`src/rtl/tx_frame_arbiter_if.sv`:
```
// Requester-side and TX-FIFO-side signals of tx_frame_arbiter.
// The master modport is the arbiter; the slave modport is its environment.
interface tx_frame_arbiter_if #(
    parameter int NUM_REQ        = 4,
    parameter int TX_FIFO_LOAD_W = 9
);
    logic [NUM_REQ-1:0]        req;
    logic [16*NUM_REQ-1:0]     req_code;
    logic [32*NUM_REQ-1:0]     req_data;
    logic [NUM_REQ-1:0]        grant;
    logic                      busy;
    logic                      done;
    logic [15:0]               frame_count;
    logic [TX_FIFO_LOAD_W-1:0] txfifo_load;
    logic                      txfifo_full;
    logic                      txfifo_wr;
    logic [7:0]                txfifo_data;

    modport master (
        input  req, req_code, req_data, txfifo_load, txfifo_full,
        output grant, busy, done, frame_count, txfifo_wr, txfifo_data
    );

    modport slave (
        output req, req_code, req_data, txfifo_load, txfifo_full,
        input  grant, busy, done, frame_count, txfifo_wr, txfifo_data
    );
endinterface

```
`src/rtl/tx_frame_arbiter.sv`:
```
// Round-robin arbiter plus framer: serialises one requester's code/data into
// the 8-byte host frame AA, code[15:0], data[31:0], 55 on the shared TX FIFO.
module tx_frame_arbiter #(
    parameter int NUM_REQ        = 4,
    parameter int TX_FIFO_LOAD_W = 9,
    parameter int TX_FIFO_DEPTH  = 256
) (
    input  logic               clk,
    input  logic               rst,
    tx_frame_arbiter_if.master bus
);
    localparam int IDX_W = $clog2(NUM_REQ);
    localparam logic [TX_FIFO_LOAD_W-1:0] SPACE_MAX = TX_FIFO_LOAD_W'(TX_FIFO_DEPTH - 8);

    typedef enum logic {
        S_IDLE,
        S_SEND
    } state_t;

    state_t             r_state;
    state_t             w_state_next;
    logic [2:0]         r_byte_idx;
    logic [15:0]        r_code;
    logic [31:0]        r_data;
    logic [IDX_W-1:0]   r_last;
    logic [NUM_REQ-1:0] r_grant;
    logic               r_done;
    logic [15:0]        r_frame_count;

    logic [IDX_W-1:0]   w_winner;
    logic [IDX_W-1:0]   w_scan;
    logic               w_space_ok;
    logic               w_start;
    logic               w_wr;
    logic               w_last_write;
    logic [7:0]         w_byte;

    // Scan from the highest offset down so the nearest index after r_last wins.
    always_comb begin
        w_winner = r_last;
        w_scan   = '0;
        for (int k = NUM_REQ; k >= 1; k--) begin
            w_scan = IDX_W'((int'(r_last) + k) % NUM_REQ);
            if (bus.req[w_scan]) w_winner = w_scan;
        end
    end

    assign w_space_ok = ~bus.txfifo_full && (bus.txfifo_load <= SPACE_MAX);

    always_ff @(posedge clk) begin
        if (rst) r_state <= S_IDLE;
        else     r_state <= w_state_next;
    end

    // NOTE: every output of this block gets a default first, so no path can infer a latch.
    always_comb begin
        w_state_next = r_state;
        w_start      = 1'b0;
        w_wr         = 1'b0;
        w_last_write = 1'b0;
        w_byte       = 8'h00;
        case (r_state)
            S_IDLE: begin
                if (|bus.req && w_space_ok) begin
                    w_start      = 1'b1;
                    w_state_next = S_SEND;
                end
            end
            S_SEND: begin
                // rst gates the strobe so the assertion cycle already writes nothing.
                w_wr = ~bus.txfifo_full & ~rst;
                if (w_wr) begin
                    case (r_byte_idx)
                        3'd0: w_byte = 8'hAA;
                        3'd1: w_byte = r_code[15:8];
                        3'd2: w_byte = r_code[7:0];
                        3'd3: w_byte = r_data[31:24];
                        3'd4: w_byte = r_data[23:16];
                        3'd5: w_byte = r_data[15:8];
                        3'd6: w_byte = r_data[7:0];
                        3'd7: w_byte = 8'h55;
                        default: w_byte = 8'h00;
                    endcase
                    if (r_byte_idx == 3'd7) begin
                        w_last_write = 1'b1;
                        w_state_next = S_IDLE;
                    end
                end
            end
            default: w_state_next = S_IDLE;
        endcase
    end

    // NOTE: state registers use non-blocking assignments so every flop samples pre-edge values.
    always_ff @(posedge clk) begin
        if (rst) begin
            r_byte_idx    <= '0;
            r_code        <= '0;
            r_data        <= '0;
            r_last        <= IDX_W'(NUM_REQ - 1);
            r_grant       <= '0;
            r_done        <= 1'b0;
            r_frame_count <= '0;
        end else begin
            r_grant       <= w_start ? (NUM_REQ'(1) << w_winner) : '0;
            r_done        <= w_last_write;
            r_frame_count <= r_frame_count + {15'd0, w_last_write};
            if (w_start) begin
                r_last     <= w_winner;
                r_code     <= bus.req_code[16*w_winner +: 16];
                r_data     <= bus.req_data[32*w_winner +: 32];
                r_byte_idx <= '0;
            end else if (w_wr) begin
                r_byte_idx <= r_byte_idx + 3'd1;
            end
        end
    end

    assign bus.grant       = r_grant;
    assign bus.busy        = (r_state == S_SEND);
    assign bus.done        = r_done;
    assign bus.frame_count = r_frame_count;
    assign bus.txfifo_wr   = w_wr;
    assign bus.txfifo_data = w_byte;
endmodule

```
`src/flat_wrapper.sv`:
```
// flat-port wrapper written by rule: the top's interface ports become plain ports
module tx_frame_arbiter_flat 
#(
    parameter int NUM_REQ        = 4,
    parameter int TX_FIFO_LOAD_W = 9,
    parameter int TX_FIFO_DEPTH  = 256
)
  (clk, rst, bus_req, bus_req_code, bus_req_data, bus_txfifo_load, bus_txfifo_full, bus_grant, bus_busy, bus_done, bus_frame_count, bus_txfifo_wr, bus_txfifo_data);
  tx_frame_arbiter_if #(.NUM_REQ(NUM_REQ), .TX_FIFO_LOAD_W(TX_FIFO_LOAD_W)) bus_i ();
  input  logic clk;
  input  logic rst;
  input wire logic [$bits(bus_i.req)-1:0] bus_req;
  input wire logic [$bits(bus_i.req_code)-1:0] bus_req_code;
  input wire logic [$bits(bus_i.req_data)-1:0] bus_req_data;
  input wire logic [$bits(bus_i.txfifo_load)-1:0] bus_txfifo_load;
  input wire logic [$bits(bus_i.txfifo_full)-1:0] bus_txfifo_full;
  output wire logic [$bits(bus_i.grant)-1:0] bus_grant;
  output wire logic [$bits(bus_i.busy)-1:0] bus_busy;
  output wire logic [$bits(bus_i.done)-1:0] bus_done;
  output wire logic [$bits(bus_i.frame_count)-1:0] bus_frame_count;
  output wire logic [$bits(bus_i.txfifo_wr)-1:0] bus_txfifo_wr;
  output wire logic [$bits(bus_i.txfifo_data)-1:0] bus_txfifo_data;
  assign bus_i.req = bus_req;
  assign bus_i.req_code = bus_req_code;
  assign bus_i.req_data = bus_req_data;
  assign bus_i.txfifo_load = bus_txfifo_load;
  assign bus_i.txfifo_full = bus_txfifo_full;
  assign bus_grant = bus_i.grant;
  assign bus_busy = bus_i.busy;
  assign bus_done = bus_i.done;
  assign bus_frame_count = bus_i.frame_count;
  assign bus_txfifo_wr = bus_i.txfifo_wr;
  assign bus_txfifo_data = bus_i.txfifo_data;
  tx_frame_arbiter #(.NUM_REQ(NUM_REQ), .TX_FIFO_LOAD_W(TX_FIFO_LOAD_W), .TX_FIFO_DEPTH(TX_FIFO_DEPTH)) u_core (.clk(clk), .rst(rst), .bus(bus_i));
endmodule
```
`config.mk`:
```
export PLATFORM = sky130hd
export DESIGN_NAME = tx_frame_arbiter_flat
export DESIGN_NICKNAME = d
export VERILOG_FILES = /design/src/rtl/tx_frame_arbiter_if.sv /design/src/rtl/tx_frame_arbiter.sv /design/src/flat_wrapper.sv
export SDC_FILE = /design/constraint.sdc
export NUM_CORES = 1
export LEC_CHECK = 0
export CAP_MARGIN = 20
export CORE_MARGIN = 2
export CORE_UTILIZATION = 45
export CTS_CLUSTER_DIAMETER = 120
export DETAILED_ROUTE_END_ITERATION = 16
export PLACE_DENSITY = 0.87
export SYNTH_ARGS = -nofsm -noshare
export SYNTH_HDL_FRONTEND = slang
export SYNTH_SLANG_ARGS = --single-unit
```
`constraint.sdc`:
```
create_clock -name clk -period 7.5 [get_ports clk]
set_clock_uncertainty 0.1 [all_clocks]
set_input_delay 2.25 -clock clk [delete_from_list [all_inputs] [get_ports clk]]
set_output_delay 2.25 -clock clk [all_outputs]
set_load 0.005 [all_outputs]
```
==> reports/qor.yml <==
outcome:
  status: "completed"
drt:
  drt_iter0_markers: 294
  postRouteWirelength_mm: 16.5
  viasPerCell: 5.66
  wire_per_inst_um: 17.7
  via_count: 5266
  ant_nets: 0
  firstDrtPassIters: 6
  drc: 0
die:
  dieArea_sq_mm: 0.0119
  ios: 239
  die_x_um: 109
  num_rows: 38
  die_y_um: 109
  start_util_pct: 46.0
  core_sq_mm: 0.0108
power_and_ir_drop:
  p_clk_share_pct: 25.5
  p_comb_share_pct: 30.4
  p_per_area_mw_per_mm2: 133
  seq_power_share_pct: 44.1
  p_switching_w: 0.000272
  ir_worst_vdd_mv: 0.0696
  switching_share_pct: 27.3
  p_int_w: 0.000725
  p_leak_nw: 2.89
global_routing:
  grt_pass1_wl_mm: 24.4
  grt.total_usage_pct: 26.7
  grt_overflow: 0
  grt_max_degree: 71
  antenna_found_initial: 0
  grt_pass1_vias: 4952
timing:
  fmax_mhz: 155
  hold_violations: 0
  setup-tns-final_ns: 0
  period_needed_ns: 6.46
  rsz0062_at_grt: "no"
  relSlewSlack_pct: 27.8
  worstMarginPinSlew_ns: 1.08
  period_share_pct: 86.1
  setup_viol: 0
  drv_slew: 0
flow_run:
  cap_violations: 0
worst_setup_path:
  critPathKind: "in -> out"
  path_cells: "clkdlybuf4s50_1 > nor2_1 > nand2_1 > clkinv_1 > nand2_1 > nor2_1 > clkdlybuf4s50_1"
  crit_path_start_kind: "input pin"
  required_ns: 5.15
  critPathMaxStageDelay_ns: 0.50
  crit_path_end_kind: "output pin"
  r2r_cells: 6
  cp_data_arrival_time_ns: 4.11
  slowest_stage: "clkdlybuf4s50_1"
  cp_max_fo: 7
placed_design:
  port_buffers: 238
  hpwl_mm: 12.9
  dp_cells: 916
  gp_congestion: 0.915
clock_tree:
  clk_pin_slew_worst_paths_ns: 0.07
  cts_made_buffers: 9
  ctsHoldBuffers: 0
  clockRootBuffer: "clkbuf_8"
  cts_max_level: 3
  cts_sinks: 75
  cts_tree: "done"
  clock_latency_ns: 0.34
  cts_setup_buffers: 0
  cts_resized: 0
  clock_path_buffers: 2
synth:
  synth.avg_cell_area_sq_um: 8.50
  synth_flop_cell: "dfxtp_1"
  synth-warning-count: 0
  async_flop_share_pct: 0
  yosysTopAreaCell: "dfxtp_1"
  yosysUniqueCellTypes: 48
  ys_ff_latch: 75
  synth.cell_area_sq_mm: 0.00496
  synthTopCellsByCount: "nand2_1 (85), dfxtp_1 (75), mux2i_1 (49), nor2_1 (43), nor3_1 (39)"
  synth_top_area_share_pct: 30.3
  yosysMostFrequentCell: "nand2_1"
  synth_fp_nets: 801
  synth-seq-area-share_pct: 30.3
  synth_enable_flop_cells: 0
  syn_inst: 584
  synth_top_cells_by_area: "dfxtp_1 (30%), mux2i_1 (9.9%), o211ai_2 (7.3%)"
worst_hold_path:
  hp-class: "reg -> reg"
  hold_depth: 2
final_layout:
  final_cells: 931
  diodes: 0
  drive_above_1_share_pct: 9.86
  nets: 1006
  area.growth.synth_to_final_pct: 51.7
==> power by group through the flow <==
| stage | sequential (W) | combinational [W] | clock [W] |
|---|---|---|---|
| after floorplan | 0.000438 | 0.000161 | 0 |
| after global placement | 0.000448 | 0.000294 | 0 |
| after detailed placement | 0.000448 | 0.000301 | 0 |
| after CTS | 0.000439 | 0.000302 | 0.000259 |
| after global routing | 0.000441 | 0.000327 | 0.000276 |
| final | 0.000440 | 0.000303 | 0.000255 |
==> state kept, by name (all words and copies together), names as in the netlist <==
register / flops
u_core.r_data: 32
u_core.bus.frame_count: 16
u_core.r_code: 16
u_core.bus.grant: 4
u_core.r_byte_idx: 3
u_core.r_last: 2
u_core.bus.busy: 1
u_core.bus.done: 1
==> layout by cell type, fill, tap and decap left out, drive strengths merged, types with 14 or more instances in the layout <==
cell	Yosys	routed
o21ai	37	37
o31a	34	34
o211ai	34	34
mux2i	49	49
mux2	19	19
nand2	85	85
nor2	44	44
a221o	14	14
nor3	39	39
clkdlybuf4s50	0	238
dfxtp	75	75
==> cells by family (layout without fill, tap and decap cells) <==
kind of cell	after synthesis	in the layout	share of synthesized area [%]
flops	75	75	30.3
simple gates	198	198	17.8
mux	68	68	14.2
compound gates	162	162	27.5
buf+inv	59	266	5.67
xor+xnor	13	13	2.29
fa+ha+maj	9	9	2.27
==> layout make-up <==
cell class / instances / area [sq um]
flip-flops and latches: 75 / 1500
multi-input cells: 450 / 3230
fillers: 848 / 3260
well taps: 140 / 175
clock buffers: 13 / 149
repair buffers: 245 / 2450
inverters: 8 / 30.0
==> critical path: cells and delay by family <==
| family | cells | cell delay, ns |
|---|---|---|
| buffers and inverters | 3 | 1.27 |
| AND/OR/NAND/NOR | 4 | 0.59 |
==> path summary, 6_finish.rpt <==
path	slack [ns]	from	endpoint
setup / recovery	1.04	bus_txfifo_full	bus_txfifo_data[0]
hold / removal	0.39	u_core.r_data[31]$_SDFFE_PP0P_	u_core.r_data[31]$_SDFFE_PP0P_
setup reg to reg	4.18	u_core.r_last[1]$_SDFFE_PP1P_	u_core.r_data[7]$_SDFFE_PP0P_
hold reg to reg	0.39	u_core.r_data[31]$_SDFFE_PP0P_	u_core.r_data[31]$_SDFFE_PP0P_
==> metal layers <==
layer / part of all wire [%] / up-vias / wire length [um] / track usage [%]
met4: 3.1 / 0 / 507 / 12.1
li1: - / 2557 / - / -
met1: 40 / 2415 / 6540 / 32.3
met5: 0 / - / 0 / 0
met2: 48 / 260 / 7840 / 45.4
met3: 9.5 / 34 / 1560 / 5.62
==> through the flow <==
stage / cell area (sq um) / worst slack, ns / total power [W] / hold WS, ns / util, %
6_report: 7530 / 1.04 / 0.000998 / 0.388 / 69.8
5_1_grt: 7530 / 0.937 / 0.00104 / 0.411 / 69.8
4_1_cts: 7500 / 1.06 / 0.00100 / 0.382 / 69.5
3_5_place_dp: 7350 / 1.06 / 0.000749 / 0.367 / 68.1
3_3_place_gp: 7350 / 1.11 / 0.000742 / 0.360 / 68.1
2_1_floorplan: 4960 / 2.02 / 0.000599 / 0.339 / -
Note: power is estimated with default switching activity, not from simulation.
